**src/rtl/bram_scan_ctrl.sv**
```systemverilog
// bram_scan_ctrl: scans a 256x16 block RAM and folds every word into a signature and a nonzero count.
// Optional FILL phase writing {k,~k} before the read pass is compiled in with BRAM_SCAN_FILL_EN.
module bram_scan_ctrl #(
  parameter int ADDR_W    = 8,
  parameter int DATA_W    = 16,
  parameter int LAST_ADDR = 255
) (
  input  logic              clk,
  input  logic              rst,
  input  logic              start,
  output logic [ADDR_W-1:0] ram_addr,
  output logic              ram_re,
  output logic              ram_we,
  output logic [DATA_W-1:0] ram_wdata,
  input  logic [DATA_W-1:0] ram_rdata,
  output logic              busy,
  output logic              done,
  output logic [DATA_W-1:0] sig,
  output logic [ADDR_W:0]   nz_cnt
);

  localparam logic [ADDR_W-1:0] LAST = ADDR_W'(LAST_ADDR);

`ifdef BRAM_SCAN_FILL_EN
  typedef enum logic [2:0] {IDLE, FILL, READ, DRAIN, DONE} state_t;
`else
  typedef enum logic [2:0] {IDLE, READ, DRAIN, DONE} state_t;
`endif

  state_t            state, state_nxt;
  logic [ADDR_W-1:0] addr, addr_nxt;
  logic              cap;

`ifdef BRAM_SCAN_FILL_EN
  logic [7:0] k8;
  assign k8 = 8'(addr);
`else
  assign ram_we    = 1'b0;
  assign ram_wdata = '0;
`endif

  // next-state, address stepping and RAM port drive
  always_comb begin
    state_nxt = state;
    addr_nxt  = addr;
    ram_addr  = '0;
    ram_re    = 1'b0;
    busy      = 1'b0;
    done      = 1'b0;
`ifdef BRAM_SCAN_FILL_EN
    ram_we    = 1'b0;
    ram_wdata = '0;
`endif
    unique case (state)
      IDLE: begin
        addr_nxt = '0;
        if (start) begin
`ifdef BRAM_SCAN_FILL_EN
          state_nxt = FILL;
`else
          state_nxt = READ;
`endif
        end
      end
`ifdef BRAM_SCAN_FILL_EN
      FILL: begin
        busy      = 1'b1;
        ram_we    = 1'b1;
        ram_addr  = addr;
        ram_wdata = DATA_W'({k8, ~k8});
        if (addr == LAST) begin
          addr_nxt  = '0;
          state_nxt = READ;
        end else begin
          addr_nxt = addr + 1'b1;
        end
      end
`endif
      READ: begin
        busy     = 1'b1;
        ram_re   = 1'b1;
        ram_addr = addr;
        if (addr == LAST) begin
          addr_nxt  = '0;
          state_nxt = DRAIN;
        end else begin
          addr_nxt = addr + 1'b1;
        end
      end
      DRAIN: begin
        busy      = 1'b1;
        state_nxt = DONE;
      end
      DONE: begin
        done      = 1'b1;
        state_nxt = IDLE;
      end
      default: state_nxt = IDLE;
    endcase
  end

  // state register, read-data capture and signature accumulation
  always_ff @(posedge clk) begin
    if (rst) begin
      state  <= IDLE;
      addr   <= '0;
      cap    <= 1'b0;
      sig    <= '0;
      nz_cnt <= '0;
    end else begin
      state <= state_nxt;
      addr  <= addr_nxt;
      cap   <= ram_re;
      if (state == IDLE && start) begin
        sig    <= '0;
        nz_cnt <= '0;
      end else if (cap) begin
        sig <= {sig[DATA_W-2:0], sig[DATA_W-1]} ^ ram_rdata;
        if (ram_rdata != '0)
          nz_cnt <= nz_cnt + 1'b1;
      end
    end
  end

endmodule

```
**config.mk**
```make
export PLATFORM = sky130hd
export DESIGN_NAME = bram_scan_ctrl
export DESIGN_NICKNAME = d
export VERILOG_FILES = /design/src/rtl/bram_scan_ctrl.sv
export SDC_FILE = /design/constraint.sdc
export NUM_CORES = 1
export LEC_CHECK = 0
export BUFFER_PORTS_ARGS = -buffer_cell sky130_fd_sc_hd__buf_4
export CAP_MARGIN = 20
export CORE_ASPECT_RATIO = 0.8
export CORE_MARGIN = 2
export CORE_UTILIZATION = 45
export CTS_BUF_LIST = sky130_fd_sc_hd__clkbuf_4 sky130_fd_sc_hd__clkbuf_8
export DETAILED_ROUTE_END_ITERATION = 8
export PLACE_DENSITY = 0.79
export SLEW_MARGIN = 20
export SYNTH_ARGS = -nofsm -noshare
export SYNTH_HDL_FRONTEND = slang
export SYNTH_SLANG_ARGS = --single-unit
```
**constraint.sdc**
```tcl
create_clock -name clk -period 2.8 [get_ports clk]
set_input_delay 0.28 -clock clk [delete_from_list [all_inputs] [get_ports clk]]
set_output_delay 0.28 -clock clk [all_outputs]
set_load 0.03 [all_outputs]
```
[Word-level counts from Yosys, hierarchy flattened]
Index checks and enable logic that the tools add are counted.
Storage, ports and cells
  register bits after elaboration: 37
  bits of input ports: 19
  output and inout bits: 53
  logic and storage cells: 31
Operators by class
  $add $sub $neg: 2
  equality and inequality tests: 6
  multiplexer cells: 9
  bitwise operators: 1
  reduce and logical (&&, ||, !) cells: 8
Operators with widths (count)
  2-to-1 mux 8 bit: 2
  one-hot mux 8 bit (2 select lines): 1
  nonzero test 16 bit: 1
  XOR 16 bit: 1
  adder 9 x 1 -> 9 bit (second input constant): 1
  one-hot mux 3 bit (3 select lines): 1
  adder 8 x 1 -> 8 bit (second input constant): 1
  equality test 8 bit (second input constant): 1
  equality test 3 x 2 -> 1 bit (second input constant): 2
  2-to-1 mux 3 bit: 2
  inequality test 2 bit (second input constant): 2
  AND reduction 2 bit: 2
  OR reduction 2 bit: 2
  equality test 3 x 1 -> 1 bit (second input constant): 1
  zero test 3 bit: 1
  2-to-1 mux 1 bit: 3
  nonzero test 2 bit: 1
  logical AND 1 bit: 1

[Logic depth before layout (Yosys ltp)]
  depth after elaboration: 3
  mapped depth: 6
  gate-level depth less buffers: 6

[Worst setup path before layout]
No wires, ideal clock.
  path type: register to register
  from: register state[1]
  to: register addr[7]
  setup time: 0.071 ns
  arrival: 1.691 ns
  required time: 2.729 ns
  path slack: 1.038 ns
  stages on the path, launching flop included: 7
  path buffers: 0
  clock period less this slack: 1.762 ns
  cell sequence: dfxtp_1 inv_1 ha_1 inv_1 or3_1 mux2_2 a21oi_1
On the way
  cells in the longest elaborated chain, start to end: 2
  elaborated cells between the ends (all ways): 4
  those cells by class: eq/ne (1); mux (1); reduce/logical (2)
RTL lines
  from (decl): line 30  | state_t state, state_nxt;
  from (signal assigned): line 111  | state <= state_nxt;
  equality test 3 x 1 -> 1 bit / zero test 3 bit (equally long branches): line 54  | unique case (state)
  one-hot mux 8 bit (2 select lines) / nonzero test 2 bit (equally long branches)
  to (signal assigned): line 112  | addr <= addr_nxt;
  to (decl): line 31  | logic [ADDR_W-1:0] addr, addr_nxt;
Several ways; a longest one is shown, not always the timed one.
A chain may end at the register's enable or synchronous reset.

[Worst setup path in the final report]
  from: register state[1]
  to: output port ram_addr[5]
On the way
  cells in the longest elaborated chain, start to end: 2
RTL lines
  equality test 3 x 1 -> 1 bit: line 54
  2-to-1 mux 8 bit: line 54
  to (decl): line 11  | output logic [ADDR_W-1:0] ram_addr,
Every way passes these cells.

==> run_results.csv <==
group,metric,value,unit
pwr,p_seq_frac,0.353,
timing,tightest_slew,0.611,ns
critical_path,required,2.52,ns
clock_tree,cts_buffers,5,
synthesis,synth_commonest_cells,"dfxtp_1 (36), nor2_1 (27), a211oi_1 (17), buf_4 (17), xnor2_1 (16)",
pwr,p_leak,0.992,nW
synthesis,synth_top_area_frac,0.366,
detailed_routing,drt-met1-wl,2.05,mm
detailed_routing,drtPass1Iterations,4,
grt,grt_overflow,0,
die,dieArea,4920,um^2
timing,min_period,2.05,ns
layout,area_growth,25.9,%
critical_path,crit_fanout,18,
synthesis,ys_async_sr_fraction,0,
timing,rsz0062_at_grt,"false",
critical_path,worstPathArrival,1.77,ns
detailed_routing,via_count,1691,
grt,grt_usage,0.180,
clock_tree,clk_latency,0.28,ns
critical_path,reg2reg_depth,6,
detailed_routing,dr_wl_met2,1.97,mm
layout,num-fill-cells,388,
die,fp.dieW,77.9,um
flow_run,drv_cap,0,
clock_tree,ctsResizeCount,0,
synthesis,yosys.cell_types.count,41,
pwr,p_switching,0.700,mW
die,die_h,63.1,um
layout,drive_above_1_share,0.266,
grt,grt_pass1_vias,1557,
synthesis,ys_seq_area_frac,0.366,
worst_hold_path,holdPathStages,2,
layout,nNetsFinal,303,
placed_design,io_buffers,54,
detailed_routing,wl_met3,223,um
timing,hold_viol,0,
outcome,status,"complete, no violations",
clock_tree,cts_hold_buf,0,
layout,seqCellArea,721,um^2
die,core_area,4200,um^2
detailed_routing,drc_errors,0,
die,pin_count,72,
layout,antenna_cells,0,
clock_tree,postCtsSetupBuffers,0,
synthesis,netlist_area,1970,um^2
grt,antenna_found_initial,0,
pwr,vdd_drop_max,350,uV
grt,grt_max_degree,34,
pwr,powerDensity,743,nW/um^2
detailed_routing,drt_iter0_drc,73,
synthesis,syn_avg_cell_area,8.78,um^2
clock_tree,ctsLongestPathBuffers,2,
pwr,swShare,0.380,
layout,multi_input_area,1120,um^2
synthesis,synth-seq-cells,36,
synthesis,synth_area_leader_cell,"dfxtp_1",
detailed_routing,antenna_left,0,
synthesis,syn_inst,224,
critical_path,critPathKind,"flip-flop to output port",
pwr,combPwrFrac,0.380,
synthesis,synth-edff-count,0,
synthesis,yosys_warnings,0,
synthesis,synth_most_common_cell,"dfxtp_1",
synthesis,synth_area_leaders,"dfxtp_1 (37%), xnor2_1 (7.1%), a211oi_1 (6.5%)",
clock_tree,htree_num_levels,2,
timing,fmax,489,MHz
worst_hold_path,min_path_type,"input port to flip-flop",
placed_design,dp_hpwl,3.27,mm
grt,grt_pass1_wl,7.09,mm
timing,slew_headroom,0.589,
clock_tree,clock-root-buffer,"clkbuf_8",
die,start_util,0.468,
die,row_count,21,
synthesis,synth_flop_cell,"dfxtp_1",
clock_tree,cts_tree,"done",
detailed_routing,viasPerCell,5.05,
critical_path,start_kind,"flip-flop",
timing,tns,0,ns
critical_path,worstSetupEndpointType,"output port",
placed_design,gp_congestion,0.834,
clock_tree,clock_sinks,36,
detailed_routing,routedWlPerCell,12.9,um
timing,setup_viol,0,
clock_tree,clk_pin_slew_worst_paths,0.07,ns
detailed_routing,wl,4.31,mm
detailed_routing,top_layer,"met4",
timing,drv_slew,0,
timing,skew,0.00311,ns
timing,fin_crit_sh,0.730,
pwr,power.internal,1.14,mW
pwr,clock_power_share,0.268,
timing,hold-worst-slack,0.276,ns
path summary, 6_finish.rpt:
| check | from | endpoint | slack [ns] |
|---|---|---|---|
| worst max register to register | state[1] | addr[7] | 0.83 |
| worst max-delay path | state[1] | ram_addr[5] | 0.75 |
| worst min register to register | addr[5] | addr[5] | 0.50 |
| worst min-delay path | rst | addr[2] | 0.28 |
state kept, by name (all words and copies together) (netlist names):
register and count:
sig 16, nz_cnt 9, addr 8, state 2
cap 1
cells by family (layout without fill, tap and decap cells):
group | Yosys count | after routing | synth area share
AOI/OAI and AO/OA | 52 | 52 | 0.185
DFF | 36 | 36 | 0.366
xor gates and xnor gates | 17 | 17 | 0.0757
and+or+nand+nor | 77 | 77 | 0.215
other | 1 | 17 | 0.00191
adders and majority gates | 7 | 7 | 0.0445
muxes | 3 | 3 | 0.0159
buffers and inverters | 31 | 69 | 0.0954
placed cells by master (no fill, tap or decap), types with 2 or more instances in the layout:
cell type and instances:
a211oi_1 17, a21oi_1 10, a21oi_2 5, and2_1 10, buf_4 56, clkbuf_8 7
conb_1 17, dfxtp_1 36, ha_1 7, inv_1 5, mux2i_1 2, nand2_1 8
nand3_1 6, nand4_1 4, nor2_1 27, nor2b_1 2, o21a_1 2, o21ai_0 6
o21ai_1 5, or3_1 5, or4_1 6, or4_4 2, xnor2_1 16
power groups by stage:
stage | registers (mW) | logic [mW] | clock network [mW]
finish | 0.648 | 0.699 | 0.492
detailed placement | 0.658 | 0.697 | 0
global route | 0.659 | 0.762 | 0.522
floorplan | 0.719 | 0.448 | 0
CTS | 0.648 | 0.698 | 0.509
global placement | 0.656 | 0.684 | 0
through the flow:
step | total power, mW | instances | util | worst slack [ns] | cell area [um^2]
detailed placement | 1.36 | 327 | 0.559 | 0.794 | 2350
global route | 1.94 | 335 | 0.589 | 0.584 | 2480
CTS | 1.86 | 335 | 0.589 | 0.792 | 2480
finish | 1.84 | 335 | 0.589 | 0.755 | 2480
global placement | 1.34 | 327 | 0.559 | 0.836 | 2350
floorplan | 1.17 | 240 | - | 1.04 | 2030
critical path, cell delays in order, from the launching register on:
cell     delay, ns
dfxtp_1       0.35
inv_1         0.10
ha_1          0.50
inv_1         0.21
nor2_1        0.15
buf_4         0.17
layout make-up:
class | count | share of cell area
timing repair buffer | 56 | 0.170
clock inverter | 1 | 0.0121
inverter | 5 | 0.00758
tap | 57 | 0.0288
clock buffer | 7 | 0.0389
sequential | 36 | 0.291
multi-input combinational | 173 | 0.452
metal layers:
layer / vias to the layer above / global-route usage
li1: 864 / -
met3: 6 / 0.0430
met4: 0 / 0.0636
met1: 773 / 0.239
met2: 48 / 0.288
met5: - / 0
No activity file was read; power rests on OpenSTA's default activity.
